**src/rtl/shifter_pkg.sv**
```systemverilog
// Shared definitions for the stepped shifter.
//   - Mode encodings for i_mode (SHIFT_LSL .. SHIFT_ROR); 101-111 are reserved.
//   - FSM state type used by the top level and exposed on its debug port.
//   - Small helpers that classify a mode.
package shifter_pkg;

  localparam logic [2:0] SHIFT_LSL = 3'b000;
  localparam logic [2:0] SHIFT_LSR = 3'b001;
  localparam logic [2:0] SHIFT_ASR = 3'b010;
  localparam logic [2:0] SHIFT_ROL = 3'b011;
  localparam logic [2:0] SHIFT_ROR = 3'b100;

  typedef enum logic [1:0] {
    ST_IDLE  = 2'd0,
    ST_SHIFT = 2'd1,
    ST_DONE  = 2'd2
  } state_e;

  function automatic logic is_rotate(input logic [2:0] mode);
    return (mode == SHIFT_ROL) || (mode == SHIFT_ROR);
  endfunction

  function automatic logic is_reserved(input logic [2:0] mode);
    return mode > SHIFT_ROR;
  endfunction

endpackage

```
**src/rtl/shift_step.sv**
```systemverilog
// Combinational single step of the stepped shifter.
// Moves i_value by i_k places (0..STEP) in the direction/fill chosen by i_mode
// and reports the last bit that left the word during this step.
// Ports:
//   i_value  in  N   word before the step
//   i_mode   in  3   operation (shifter_pkg encodings)
//   i_k      in  KW  places to move this step; 0 passes the word through
//   o_value  out N   word after the step
//   o_carry  out 1   last bit shifted/rotated out (0 when i_k == 0 or reserved mode)
module shift_step
  import shifter_pkg::*;
#(
  parameter int N    = 8,
  parameter int STEP = 1,
  parameter int KW   = $clog2(STEP + 1)
) (
  input  logic [N-1:0]  i_value,
  input  logic [2:0]    i_mode,
  input  logic [KW-1:0] i_k,
  output logic [N-1:0]  o_value,
  output logic          o_carry
);

  int k;

  always_comb begin
    k       = int'(i_k);
    o_value = i_value;
    o_carry = 1'b0;
    // k == 0 is excluded so that the carry indices below stay inside the word.
    if (k != 0) begin
      case (i_mode)
        SHIFT_LSL: begin
          o_value = i_value << k;
          o_carry = i_value[N-k];
        end
        SHIFT_LSR: begin
          o_value = i_value >> k;
          o_carry = i_value[k-1];
        end
        SHIFT_ASR: begin
          o_value = $unsigned($signed(i_value) >>> k);
          o_carry = i_value[k-1];
        end
        SHIFT_ROL: begin
          o_value = (i_value << k) | (i_value >> (N - k));
          o_carry = i_value[N-k];
        end
        SHIFT_ROR: begin
          o_value = (i_value >> k) | (i_value << (N - k));
          o_carry = i_value[k-1];
        end
        default: begin
          o_value = i_value;
          o_carry = 1'b0;
        end
      endcase
    end
  end

endmodule

```
**src/rtl/stepped_shifter.sv**
```systemverilog
// Multi-cycle, mode-selectable shifter (LSL, LSR, ASR, ROL, ROR) that moves up
// to STEP bit positions per clock, with carry-out and zero flags.
// Ports:
//   i_clock      in  1             clock, rising edge
//   i_reset      in  1             synchronous active-high reset
//   i_start      in  1             request, accepted in IDLE or DONE
//   i_mode       in  3             operation (shifter_pkg encodings)
//   i_amount     in  AMOUNT_WIDTH  shift/rotate distance
//   i_value      in  N             operand, sampled on accept
//   o_busy       out 1             operation in progress (SHIFT)
//   o_finished   out 1             one-cycle pulse, o_value valid (DONE)
//   o_value      out N             result / working register
//   o_carry      out 1             last bit moved out
//   o_zero       out 1             o_value == 0
//   o_dbg_state  out state_e       current FSM state
//
// Handshake: a request is taken on any rising edge where i_start is high and
// the FSM is in IDLE or DONE; i_mode/i_amount/i_value are sampled on that edge
// only. While o_busy is high i_start is ignored (not queued). o_finished is
// high for exactly the one cycle in DONE, and o_value/o_carry/o_zero then hold
// until the next accepted start.
module stepped_shifter
  import shifter_pkg::*;
#(
  parameter int N            = 8,
  parameter int STEP         = 1,
  parameter int AMOUNT_WIDTH = 4
) (
  input  logic                    i_clock,
  input  logic                    i_reset,
  input  logic                    i_start,
  input  logic [2:0]              i_mode,
  input  logic [AMOUNT_WIDTH-1:0] i_amount,
  input  logic [N-1:0]            i_value,
  output logic                    o_busy,
  output logic                    o_finished,
  output logic [N-1:0]            o_value,
  output logic                    o_carry,
  output logic                    o_zero,
  output state_e                  o_dbg_state
);

  // The down-counter must hold both the raw rotate amount and the clamp value N.
  localparam int CW = (AMOUNT_WIDTH > $clog2(N + 1)) ? AMOUNT_WIDTH : $clog2(N + 1);
  localparam int KW = $clog2(STEP + 1);
  localparam logic [CW-1:0] N_CNT    = CW'(N);
  localparam logic [CW-1:0] STEP_CNT = CW'(STEP);

  state_e        state_q, state_d;
  logic [N-1:0]  value_q, value_d;
  logic          carry_q, carry_d;
  logic          zero_q, zero_d;
  logic [2:0]    mode_q, mode_d;
  logic [CW-1:0] remaining_q, remaining_d;

  logic          accept;
  logic [CW-1:0] eff_amount;
  logic [KW-1:0] step_k;
  logic [N-1:0]  step_value;
  logic          step_carry;

  assign accept = i_start && ((state_q == ST_IDLE) || (state_q == ST_DONE));

  // Linear shifts saturate at N (word fully flushed); rotates keep the full
  // amount so latency follows the requested distance. Reserved modes pass through.
  always_comb begin
    eff_amount = CW'(i_amount);
    if (is_reserved(i_mode)) begin
      eff_amount = '0;
    end else if (!is_rotate(i_mode) && (eff_amount > N_CNT)) begin
      eff_amount = N_CNT;
    end
  end

  assign step_k = (remaining_q > STEP_CNT) ? KW'(STEP) : KW'(remaining_q);

  shift_step #(
    .N    (N),
    .STEP (STEP),
    .KW   (KW)
  ) u_step (
    .i_value (value_q),
    .i_mode  (mode_q),
    .i_k     (step_k),
    .o_value (step_value),
    .o_carry (step_carry)
  );

  always_comb begin
    state_d     = state_q;
    value_d     = value_q;
    carry_d     = carry_q;
    zero_d      = zero_q;
    mode_d      = mode_q;
    remaining_d = remaining_q;
    case (state_q)
      ST_IDLE, ST_DONE: begin
        if (accept) begin
          value_d     = i_value;
          mode_d      = i_mode;
          remaining_d = eff_amount;
          carry_d     = 1'b0;
          zero_d      = (i_value == '0);
          state_d     = (eff_amount == '0) ? ST_DONE : ST_SHIFT;
        end else if (state_q == ST_DONE) begin
          state_d = ST_IDLE;
        end
      end
      ST_SHIFT: begin
        value_d = step_value;
        carry_d = step_carry;
        zero_d  = (step_value == '0);
        if (remaining_q > STEP_CNT) begin
          remaining_d = remaining_q - STEP_CNT;
        end else begin
          remaining_d = '0;
          state_d     = ST_DONE;
        end
      end
      default: begin
        state_d = ST_IDLE;
      end
    endcase
  end

  always_ff @(posedge i_clock) begin
    if (i_reset) begin
      state_q     <= ST_IDLE;
      value_q     <= '0;
      carry_q     <= 1'b0;
      zero_q      <= 1'b1;
      mode_q      <= SHIFT_LSL;
      remaining_q <= '0;
    end else begin
      state_q     <= state_d;
      value_q     <= value_d;
      carry_q     <= carry_d;
      zero_q      <= zero_d;
      mode_q      <= mode_d;
      remaining_q <= remaining_d;
    end
  end

  assign o_busy      = (state_q == ST_SHIFT);
  assign o_finished  = (state_q == ST_DONE);
  assign o_value     = value_q;
  assign o_carry     = carry_q;
  assign o_zero      = zero_q;
  assign o_dbg_state = state_q;

endmodule

```
**config.mk**
```make
export PLATFORM = sky130hd
export DESIGN_NAME = stepped_shifter
export DESIGN_NICKNAME = d
export VERILOG_FILES = /design/src/rtl/shifter_pkg.sv /design/src/rtl/shift_step.sv /design/src/rtl/stepped_shifter.sv
export SDC_FILE = /design/constraint.sdc
export NUM_CORES = 1
export LEC_CHECK = 0
export BUFFER_PORTS_ARGS = -buffer_cell sky130_fd_sc_hd__buf_2
export CAP_MARGIN = 20
export CORE_MARGIN = 1
export CORE_UTILIZATION = 40
export CTS_CLUSTER_SIZE = 10
export DETAILED_ROUTE_END_ITERATION = 7
export GPL_ROUTABILITY_DRIVEN = 0
export PLACE_DENSITY_LB_ADDON = 0.15
export SYNTH_ARGS = -nofsm -noshare
export SYNTH_HDL_FRONTEND = slang
export SYNTH_SLANG_ARGS = --single-unit
```
**constraint.sdc**
```tcl
create_clock -name i_clock -period 3.25 [get_ports i_clock]
set_input_delay 0.325 -clock i_clock [delete_from_list [all_inputs] [get_ports i_clock]]
set_output_delay 0.325 -clock i_clock [all_outputs]
set_load 0.01 [all_outputs]
```
==> results of run 1 <==
-- power by group through the flow --
stage / sequential [mW] / clock, mW / combinational [mW]
after floorplan: 0.285 / 0 / 0.166
final: 0.289 / 0.121 / 0.217
after global placement: 0.291 / 0 / 0.209
after global routing: 0.293 / 0.138 / 0.243
after detailed placement: 0.293 / 0 / 0.215
after CTS: 0.288 / 0.127 / 0.216
-- state kept, by name (all words and copies together), names as in the netlist --
name / flops
o_value: 8
o_carry: 1
mode_q: 3
o_dbg_state: 2
o_zero: 1
remaining_q: 4
-- cells by family after synthesis --
group / count (synthesis)
AOI/OAI and AO/OA: 50
xor gates and xnor gates: 1
adders and majority gates: 3
buffers and inverters: 15
DFF: 19
muxes: 10
and+or+nand+nor: 73
-- worst max-delay path: stages, from the launching register on --
cell and delay [ns]:
dfxtp_1 0.37, inv_1 0.08, ha_1 0.17, nor2_1 0.06
or4_1 0.59, and2_1 0.29, o32ai_1 0.25, nand2_1 0.10
o31ai_2 0.22
-- metal layers --
layer  global-route usage  up-vias  part of all wire
met5                    0        -                 0
met4               0.0918        0             0.014
met3               0.0198        6             0.039
met2                0.378       38              0.46
met1                0.300      622              0.48
li1                     -      672                 -
-- cells in the final DEF, fill, tap and decap left out, types with 3 or more instances in the layout --
cell,n
nor2_1,15
o31ai_1,3
nor3b_1,3
a22oi_1,3
a21oi_1,12
mux2i_1,9
nand2b_1,4
o21ai_0,13
nor4_1,3
nand2_1,30
a211oi_1,4
clkbuf_4,3
dfxtp_1,19
nor3_1,3
inv_1,4
buf_2,31
-- stage by stage --
step,power (mW),hold slack (ns),area [sq um],setup WS (ns)
floorplan,0.451,0.461,1290,1.43
global placement,0.500,0.500,1460,1.23
detailed placement,0.508,0.504,1460,1.09
CTS,0.632,0.262,1480,1.06
global route,0.674,0.279,1480,0.925
finish,0.627,0.273,1480,1.05
-- cell type report --
class                           count  area share
Multi-Input combinational cell    137       0.568
Sequential cell                    19       0.257
Timing Repair Buffer               32       0.110
Tap cell                           44      0.0371
Clock buffer                        3      0.0152
Inverter                            4      0.0101
Clock inverter                      1     0.00338
-- worst max-delay path by stage --
stage,depth (start not counted),slack [ns],to
6_report,8,1.05,o_zero$_SDFFE_PP1P_
4_1_cts,8,1.06,o_zero$_SDFFE_PP1P_
2_1_floorplan,9,1.43,o_zero$_SDFFE_PP1P_
3_5_place_dp,8,1.09,o_zero$_SDFFE_PP1P_
3_3_place_gp,8,1.23,o_zero$_SDFFE_PP1P_
5_1_grt,8,0.92,o_zero$_SDFFE_PP1P_
==> flow_metrics.py, run 1 <==
metrics = {
    "yosys": {
        "synth_common_cells": "30 x nand2_1, 19 x dfxtp_1, 15 x nor2_1",
        "ys_seq_area_frac": 0.294,
        "synth_fa_ha_area_frac": 0.0271,
        "synthTopCellsByArea": "dfxtp_1 29%, nand2_1 8.7%, mux2i_1 7.0%",
        "synth-simple-area-share": 0.268,
        "synthesis.area_sq_um": 1290,
        "synthDominantCellAreaShare": 0.294,
        "synth_top_family_by_area": "simple AND/OR/NAND/NOR gates",
        "async_reset_ff_frac": 0,
        "yosys-mux-area-fraction": 0.0783,
        "ys.flop_type": "dfxtp_1",
        "synth_cells": 171,
        "syn_nets": 191,
        "synth_compound_area_frac": 0.256,
        "synth_xor_area_frac": 0.0213,
        "yosys.cell_types.count": 44,
        "synth-seq-cells": 19,
        "synth.largest_area_cell": "dfxtp_1",
        "synth.most_common_cell": "nand2_1",
        "synth_edf_count": 0,
        "yosys_warnings": 0,
        "syn_area_per_cell_sq_um": 7.57,
    },
    "cts": {
        "clk_path_buf_depth": 2,
        "holdBufCountCts": 0,
        "ctsResizeCount": 0,
        "htree_levels": 1,
        "cts_buffers": 3,
        "cts_root_buffer": "clkbuf_4",
        "post_cts_buffers": 0,
        "clkSinkCount": 19,
        "cts_tree": "built",
        "clkTransAtPathRegs_ns": 0.12,
        "clock_latency_ns": 0.30,
    },
    "pwr": {
        "p_switching_mw": 0.236,
        "p_seq_frac": 0.460,
        "p_sw_frac": 0.377,
        "leakage_nw": 0.609,
        "pwr-share-clk": 0.193,
        "p_comb_frac": 0.346,
        "p_int_mw": 0.390,
        "power.density_nw_per_um2": 423,
        "peakVddDrop_mv": 0.169,
    },
    "timing": {
        "fmax_mhz": 454,
        "fin_skew_ns": 0.00785,
        "rsz0062_at_grt": "false",
        "setup-violations-final": 0,
        "hold_viol_final": 0,
        "worst_slew_pin_slew_ns": 0.793,
        "tns_ns": 0,
        "slew_violations": 0,
        "fin_crit_ns": 2.20,
        "fin_crit_sh": 0.677,
        "maxSlewHeadroom": 0.467,
    },
    "placed_design": {
        "port_buffers": 31,
        "dp.cells": 236,
        "hpwl_mm": 2.66,
    },
    "worst_setup_path": {
        "critPathKind": "reg2reg",
        "required_ns": 3.47,
        "crit_fanout": 11,
        "crit_arrival_ns": 2.42,
        "worst_setup_path_start_kind": "flop",
        "critPathCaptureType": "flop",
        "startpoint": "remaining_q[0]$_SDFFE_PP0P_",
        "r2r_cells": 8,
        "r2r_slack_ns": 1.05,
        "reg2reg_to": "o_zero$_SDFFE_PP1P_",
        "timing.rr.start": "remaining_q[0]$_SDFFE_PP0P_",
    },
    "global_routing": {
        "antenna_found_initial": 0,
        "grt_pass1_vias": 1273,
        "grt_pass1_wl_mm": 6.02,
        "gr-usage-all-layers": 0.227,
        "grt_max_degree": 20,
        "grt-ovfl-total": 0,
    },
    "floorplan": {
        "ios": 32,
        "coreArea_sq_um": 3050,
        "row_count": 20,
        "dieArea_sq_um": 3470,
        "die_y_um": 58.9,
        "die_x_um": 58.9,
        "start_util": 0.424,
    },
    "cells_and_area": {
        "area_growth_pct": 14.5,
        "fillers": 333,
        "diodes": 0,
        "register_area_sq_um": 380,
        "final_cells": 240,
        "multiInputGateArea_sq_um": 842,
        "final_util": 0.486,
        "nNetsFinal": 217,
        "layout-drive-gt1-share": 0.219,
    },
    "worst_hold_path": {
        "hold_path.class": "in2reg",
        "hp-start": "i_value[4]",
        "whs_endpoint": "o_value[4]$_SDFFE_PP0P_",
        "holdPathStages": 3,
    },
    "detailed_routing": {
        "wl_per_cell_um": 14.5,
        "routed_wl_mm": 3.48,
        "drtAntennaViolNets": 0,
        "first_pass_iters": 4,
        "routed_via_density": 5.58,
        "drc": 0,
        "via_count": 1338,
        "drt-initial-drc-count": 80,
    },
    "flow_run": {
        "cap_violations": 0,
    },
    "run_status": {
        "status": "finished clean",
    },
}
(Power assumes the default switching activity.)
==> run 2: changes to the inputs <==
==> constraint.sdc (replaced) <==
create_clock -name i_clock -period 1.9 [get_ports i_clock]
set_input_delay 0.19 -clock i_clock [delete_from_list [all_inputs] [get_ports i_clock]]
set_output_delay 0.19 -clock i_clock [all_outputs]
set_load 0.01 [all_outputs]
==> flow_metrics.py, run 2 (synthesis results as in run 1) <==
metrics = {
    "global_routing": {
        "grt_max_degree": 20,
        "grt_pass1_vias": 1338,
        "grt-ovfl-total": 0,
        "grt_pass1_wl_mm": 6.09,
        "gr-usage-all-layers": 0.230,
        "antenna_found_initial": 0,
    },
    "timing": {
        "slew_violations": 0,
        "fin_crit_sh": 0.969,
        "hold_viol_final": 0,
        "fin_crit_ns": 1.84,
        "setup-violations-final": 0,
        "tns_ns": 0,
        "fin_skew_ns": 0.0136,
        "worst_slew_pin_slew_ns": 0.421,
        "setup_slack_ns": 0.0584,
        "maxSlewHeadroom": 0.719,
        "fmax_mhz": 543,
        "rsz0062_at_grt": "true",
    },
    "cts": {
        "clock_latency_ns": 0.31,
        "clkTransAtPathRegs_ns": 0.13,
        "cts_tree": "built",
        "cts_root_buffer": "clkbuf_4",
        "cts_buffers": 3,
        "htree_levels": 1,
        "clkSinkCount": 19,
        "clk_path_buf_depth": 2,
    },
    "detailed_routing": {
        "via_count": 1407,
        "first_pass_iters": 5,
        "drt-initial-drc-count": 69,
        "drc": 0,
        "drtAntennaViolNets": 0,
        "routed_via_density": 5.58,
        "routed_wl_mm": 3.61,
        "wl_per_cell_um": 14.3,
    },
    "cells_and_area": {
        "diodes": 0,
        "stdcell_area_sq_um": 1630,
        "final_cell_mix": "31 x buf_2, 29 x nand2_1, 17 x dfxtp_1",
        "area_growth_pct": 26.0,
        "layout-drive-gt1-share": 0.327,
        "final_common_cell": "buf_2",
        "fillers": 314,
        "nNetsFinal": 229,
        "largest_reg_flops": 8,
    },
    "worst_setup_path": {
        "crit_chain": "inv_4, ha_4, nor2_2, or4_4, and2_4, mux2i_2, nand4_1, o31ai_2",
        "critPathMaxStageDelay_ns": 0.42,
        "crit_arrival_ns": 2.08,
        "worst_setup_path_start_kind": "flop",
        "critPathKind": "reg2reg",
        "crit_fanout": 5,
        "critPathCaptureType": "flop",
        "required_ns": 2.14,
        "slowest_stage": "or4_4",
    },
    "placed_design": {
        "hpwl_mm": 2.71,
        "port_buffers": 31,
        "post_dp_cell_area_sq_um": 1530,
        "place_ws_ns": -0.0603,
    },
    "flow_run": {
        "cap_violations": 0,
    },
    "floorplan": {
        "coreArea_sq_um": 3050,
        "dieArea_sq_um": 3470,
        "die_y_um": 58.9,
        "ios": 32,
        "start_util": 0.424,
        "die_x_um": 58.9,
        "row_count": 20,
    },
    "run_status": {
        "status": "finished clean",
    },
    "pwr": {
        "power_mw": 1.17,
        "peakVddDrop_mv": 0.348,
        "leakage_nw": 0.671,
        "power.density_nw_per_um2": 717,
    },
    "worst_hold_path": {
        "hold_path.class": "in2reg",
    },
}
run 2: layer usage:
metal | up-vias | GRT usage | wire length (um)
li1 | 695 | - | -
met1 | 645 | 0.294 | 1570
met2 | 59 | 0.383 | 1780
met3 | 8 | 0.0286 | 184
met4 | 0 | 0.105 | 69
met5 | - | 0 | 0
run 2: final timing paths:
| path | cells past startpoint | slack [ns] | end | from |
|---|---|---|---|---|
| max | 8 | 0.06 | o_zero$_SDFFE_PP1P_ | remaining_q[0]$_SDFFE_PP0P_ |
| min | 3 | 0.12 | o_value[4]$_SDFFE_PP0P_ | i_value[4] |
| min reg2reg | 2 | 0.53 | remaining_q[1]$_SDFFE_PP0P_ | remaining_q[1]$_SDFFE_PP0P_ |
| max reg2reg | 8 | 0.06 | o_zero$_SDFFE_PP1P_ | remaining_q[0]$_SDFFE_PP0P_ |
run 2: stage by stage:
stage | utilization | instances | hold WS [ns]
finish | 0.534 | 252 | 0.120
global route | 0.534 | 252 | 0.115
CTS | 0.517 | 250 | 0.108
detailed placement | 0.501 | 246 | 0.456
global placement | 0.501 | 246 | 0.455
floorplan | - | 171 | 0.326
run 2: final cells by class:
type / count / area [sq um] / share of cell area
inverters: 4 / 20.0 / 0.0123
clock inverters: 1 / 7.51 / 0.00460
clock buffers: 3 / 22.5 / 0.0138
multi-input cells: 137 / 885 / 0.542
repair buffers: 44 / 256 / 0.157
flip-flops and latches: 19 / 385 / 0.236
well taps: 44 / 55.1 / 0.0337
run 2: critical path, delay by kind of cell, from the launching register on:
family	cells	cell delay (ns)
buffers and inverters	1	0.06
adders and majority gates	1	0.14
DFF	1	0.38
muxes	1	0.19
AOI/OAI and AO/OA	1	0.21
and+or+nand+nor	4	0.79
run 2: power breakdown:
group          switching (mW)  internal, mW  total [mW]
logic                   0.245         0.215       0.461
registers              0.0573         0.434       0.492
clock network           0.138        0.0801       0.218
total                   0.441         0.730        1.17
run 2: what timing repair did:
item | in CTS | in global routing
resized for setup | 5 | 13
hold buffers | 0 | 0
pin swaps | 0 | 4
endpoints found under the setup margin | 3 | 9
setup buffers | 0 | 2
